===== src/rtl/vram_slot_arbiter.sv =====
// Time-slot arbiter sharing one single-port synchronous VRAM between the CPU bus
// and the playfield / motion-object fetch pipeline, paced by the pixel strobe.
module vram_slot_arbiter #(
  parameter int         ADDR_W  = 15,
  parameter int         DATA_W  = 16,
  parameter logic [2:0] PF_SLOT = 3'd0,
  parameter logic [2:0] MO_SLOT = 3'd4
) (
  input  logic              clk100,
  input  logic              rst,
  input  logic              pix_ce,
  input  logic [8:0]        hcount,
  input  logic              hblank_b,
  input  logic              vblank_b,
  input  logic              cpu_req,
  input  logic              cpu_we,
  input  logic [ADDR_W-1:0] cpu_addr,
  input  logic [DATA_W-1:0] cpu_wdata,
  output logic              cpu_ack,
  output logic [DATA_W-1:0] cpu_rdata,
  input  logic [ADDR_W-1:0] pf_addr,
  output logic [DATA_W-1:0] pf_data,
  output logic              pf_valid,
  input  logic [ADDR_W-1:0] mo_addr,
  output logic [DATA_W-1:0] mo_data,
  output logic              mo_valid,
  output logic [ADDR_W-1:0] ram_addr,
  output logic              ram_we,
  output logic [DATA_W-1:0] ram_wdata,
  input  logic [DATA_W-1:0] ram_rdata,
  output logic [1:0]        fsm_state
);

  // Handshake: a slot is granted only on a pix_ce cycle while IDLE; the matching
  // strobe (pf_valid / mo_valid / cpu_ack) is a single cycle, three edges later.
  typedef enum logic [1:0] {
    IDLE    = 2'd0,
    ISSUE   = 2'd1,
    WAIT    = 2'd2,
    CAPTURE = 2'd3
  } state_t;

  typedef enum logic [1:0] {
    GNT_NONE = 2'd0,
    GNT_PF   = 2'd1,
    GNT_MO   = 2'd2,
    GNT_CPU  = 2'd3
  } gnt_t;

  state_t state, state_nxt;
  gnt_t   gnt_sel, gnt_q;
  logic   active;
  logic   start;

  // Only the low three hcount bits select a slot; the upper bits are ignored.
  logic unused_hcount_hi;
  assign unused_hcount_hi = ^hcount[8:3];

  assign fsm_state = state;

  always_comb begin
    active  = hblank_b & vblank_b;
    gnt_sel = GNT_NONE;
    if (active && (hcount[2:0] == PF_SLOT)) begin
      gnt_sel = GNT_PF;
    end else if (active && (hcount[2:0] == MO_SLOT)) begin
      gnt_sel = GNT_MO;
    end else if (cpu_req) begin
      gnt_sel = GNT_CPU;
    end
  end

  // A pix_ce seen outside IDLE is dropped so the in-flight access completes.
  assign start = (state == IDLE) && pix_ce && (gnt_sel != GNT_NONE);

  always_ff @(posedge clk100 or posedge rst) begin
    if (rst) begin
      state <= IDLE;
    end else begin
      state <= state_nxt;
    end
  end

  always_comb begin
    state_nxt = state;
    case (state)
      IDLE:    if (start) state_nxt = ISSUE;
      ISSUE:   state_nxt = WAIT;
      WAIT:    state_nxt = CAPTURE;
      CAPTURE: state_nxt = IDLE;
      default: state_nxt = IDLE;
    endcase
  end

  always_ff @(posedge clk100 or posedge rst) begin
    if (rst) begin
      gnt_q     <= GNT_NONE;
      ram_addr  <= '0;
      ram_we    <= 1'b0;
      ram_wdata <= '0;
      cpu_ack   <= 1'b0;
      cpu_rdata <= '0;
      pf_valid  <= 1'b0;
      pf_data   <= '0;
      mo_valid  <= 1'b0;
      mo_data   <= '0;
    end else begin
      ram_we   <= 1'b0;
      cpu_ack  <= 1'b0;
      pf_valid <= 1'b0;
      mo_valid <= 1'b0;

      if (start) begin
        gnt_q <= gnt_sel;
        case (gnt_sel)
          GNT_PF:  ram_addr <= pf_addr;
          GNT_MO:  ram_addr <= mo_addr;
          default: ram_addr <= cpu_addr;
        endcase
        if (gnt_sel == GNT_CPU) begin
          ram_we    <= cpu_we;
          ram_wdata <= cpu_wdata;
        end
      end

      // RAM output is valid in WAIT; capture it and raise the strobe for CAPTURE.
      if (state == WAIT) begin
        case (gnt_q)
          GNT_PF: begin
            pf_data  <= ram_rdata;
            pf_valid <= 1'b1;
          end
          GNT_MO: begin
            mo_data  <= ram_rdata;
            mo_valid <= 1'b1;
          end
          GNT_CPU: begin
            cpu_rdata <= ram_rdata;
            cpu_ack   <= 1'b1;
          end
          default: ;
        endcase
      end
    end
  end

endmodule


===== config.mk =====
export PLATFORM = sky130hd
export DESIGN_NAME = vram_slot_arbiter
export DESIGN_NICKNAME = d
export VERILOG_FILES = /design/src/rtl/vram_slot_arbiter.sv
export SDC_FILE = /design/constraint.sdc
export NUM_CORES = 1
export LEC_CHECK = 0
export ABC_AREA = 1
export CORE_ASPECT_RATIO = 1.4
export CORE_MARGIN = 2
export CORE_UTILIZATION = 55
export CTS_BUF_LIST = sky130_fd_sc_hd__clkbuf_4
export CTS_CLUSTER_SIZE = 30
export DETAILED_ROUTE_END_ITERATION = 10
export DONT_BUFFER_PORTS = 1
export MAX_ROUTING_LAYER = met4
export PLACE_DENSITY = 0.79
export RECOVER_POWER = 100
export SYNTH_ARGS = -nofsm -noshare
export SYNTH_HDL_FRONTEND = slang
export SYNTH_SLANG_ARGS = --single-unit

===== constraint.sdc =====
create_clock -name clk100 -period 3.3 [get_ports clk100]
set_clock_uncertainty 0.15 [all_clocks]
set_input_delay 0.165 -clock clk100 [delete_from_list [all_inputs] [get_ports clk100]]
set_output_delay 0.165 -clock clk100 [all_outputs]
set_load 0.1 [all_outputs]

==> metrics.txt <==
IO Count 178; RSZ-0062 raised after global routing false; initial core utilization 57.2%; Final Cell Area 4910 um^2; average cell area after synthesis 8.70 um^2; GRT overflow 0; Hold WC Path Type in -> reg; die height 102 um; port bufs 0; Final Hold Viols 0; Compound-Gate Fraction of Synth Area 6.88%; Slew @ Worst Pin 2410 ps; gpl congestion 0.791; headroom to the max-slew limit -61.5%; min cycle time layout 3040 ps; Final Cycle Share 92.2%; TritonCTS Buffers 9; Netlist cell types 21; Max Slew Vio Count 58; nets@finish 620; first-pass iteration count of the detailed router 5; crit-path max FO 5; DR vias 3,438; register area 2180 um^2; run status finished, violations left; most frequent cells in the layout nand2_1, dlygate4sd3_1, dfrtp_1; XOR/XNOR Fraction of Synth Area 0%; pin count of the biggest net entering global routing 58; adder-cell share of the synthesized area 0.992%; sequential share of the synthesized area 57.5%; number of synthesized flops with an enable pin 0; worst-skew pair later-pin latency 410 ps; Worst Path Arrival 3210 ps; PostCTS Resize Cnt 0; Diodes inserted 0; first-pass GRT wire length 16,500 um; failing checks max-capacitance violations, max-slew violations; fraction of registers with async set/reset 100%; fillers 452; Site Rows 35; Max Cap Violations 1; Worst setup SP type flip-flop; root buffer cell clkbuf_4; clock buffer depth 2; Total Wirelength 10,300 um; DP Wirelength 5650 um; CTS H-tree lvls 3; gr usage total 29.2%; share of cells above drive strength 1 5.48%; Routed Antenna Nets 0; clk slew on worst S/H paths 130 ps; final setup TNS 0 ps; vias in the first global route 3,438; Syn Nets 531; Area after DPL 3810 um^2; ys flop type dfrtp_1; post-synthesis mux area share 0%; area of the mapped netlist 3780 um^2; initial antenna violation count 0; clk sinks 87; WL/cell 16.5 um; most common cell after layout, fill and taps aside nand2_1; post-synthesis simple-gate area fraction 27.5%; CP Class reg -> reg; 1st-iter DRT viols 236; TritonCTS clock tree done; YS warnings 0; via density per instance 5.54; Post-route DRC 0; final setup violation count 0; f_max 0.329 GHz; P&R area growth vs syn 29.9%; Syn Inst Count 435; #FFs+latches synth 87; Setup crit end kind flip-flop; core area 6610 um^2; die area 7570 um^2; CP required 3460 ps; largest family of logic cells by synthesized area simple AND/OR/NAND/NOR gates; Multi-input gate area 1330 um^2; Die X 74.1 um
## routing by layer
| metal | wire [um] | global-route usage (%) |
|---|---|---|
| met5 | 0 | - |
| met4 | 276 | 11.7 |
| met3 | 791 | 5.82 |
| met2 | 5450 | 50.4 |
| met1 | 3730 | 32.6 |
## cell families after synthesis
logic type                 count (synthesis)
AOI/OAI and AO/OA                         52
adders and majority gates                  3
buffers and inverters                     59
DFF                                       87
and+or+nand+nor                          234
## flip-flops by register name, summed over array words and instances (netlist names)
| name | count |
|---|---|
| mo_valid | 1 |
| fsm_state | 2 |
| cpu_rdata | 16 |
| mo_data | 16 |
| pf_valid | 1 |
| cpu_ack | 1 |
| gnt_q | 2 |
| ram_addr | 15 |
| ram_we | 1 |
| pf_data | 16 |
| ram_wdata | 16 |
## final cells by class
class | count | share of cell area [%]
Tap cell | 92 | 2.34
Timing Repair Buffer | 104 | 20.3
Multi-Input combinational cell | 289 | 27.1
Clock buffer | 10 | 1.53
Sequential cell | 87 | 44.3
Clock inverter | 6 | 1.91
Inverter | 33 | 2.57
## Yosys cell counts, types with 2 or more instances
cell        n  area (um^2)
buf_2      13         65.1
buf_6       3         33.8
clkbuf_1    9         33.8
dfrtp_1    87         2180
ha_1        3         37.5
inv_1      30          113
inv_2       2         7.51
nand2_1   129          484
nand2_2     3         18.8
nand3_1    20          100
nand4_1    33          206
nor2_1     44          165
o21ai_0    50          250
o21ai_1     2         10.0
## stage by stage
step	util [%]	cells	hold WS, ps	worst slack, ps
6_report	74.3	621	94.5	257
3_5_place_dp	57.7	508	128	1010
3_3_place_gp	57.7	508	123	1100
5_1_grt	74.3	621	117	49.5
2_1_floorplan	-	435	121	735
4_1_cts	74.6	619	21.4	279
## path summary, 6_finish.rpt
path	from	endpoint	slack [ps]	cells after the start
worst max-delay path	fsm_state[0]$_DFFE_PP0P_	ram_addr[1]$_DFFE_PP0P_	260	12
worst min-delay path	pix_ce	fsm_state[0]$_DFFE_PP0P_	90	5
worst max register to register	fsm_state[0]$_DFFE_PP0P_	ram_addr[1]$_DFFE_PP0P_	260	12
worst min register to register	gnt_q[1]$_DFFE_PP0P_	pf_valid$_DFF_PP0_	370	1
max in group asynchronous	rst	pf_data[7]$_DFFE_PP0P_	720	3
min in group asynchronous	rst	ram_we$_DFF_PP0_	720	2
## worst max-delay path, cell delays in order (launching register included)
cell	delay, ps
dfrtp_1	380
buf_4	230
inv_1	140
ha_1	210
nand2_2	120
inv_2	100
nand3_2	140
nand2_1	140
nand3_1	100
dlygate4sd3_1	570
nand2_1	70
dlygate4sd3_1	550
inv_1	50
## what timing repair did
item / 4_1_cts / 5_1_grt
endpoints found under the setup margin: 0 / 1
setup buffers: 0 / 2
hold endpoints to repair: 139 / 0
hold buffers: 95 / 0
Power is not shown: default switching activity piles up to over one toggle a cycle in this logic, so the estimate is an artifact.
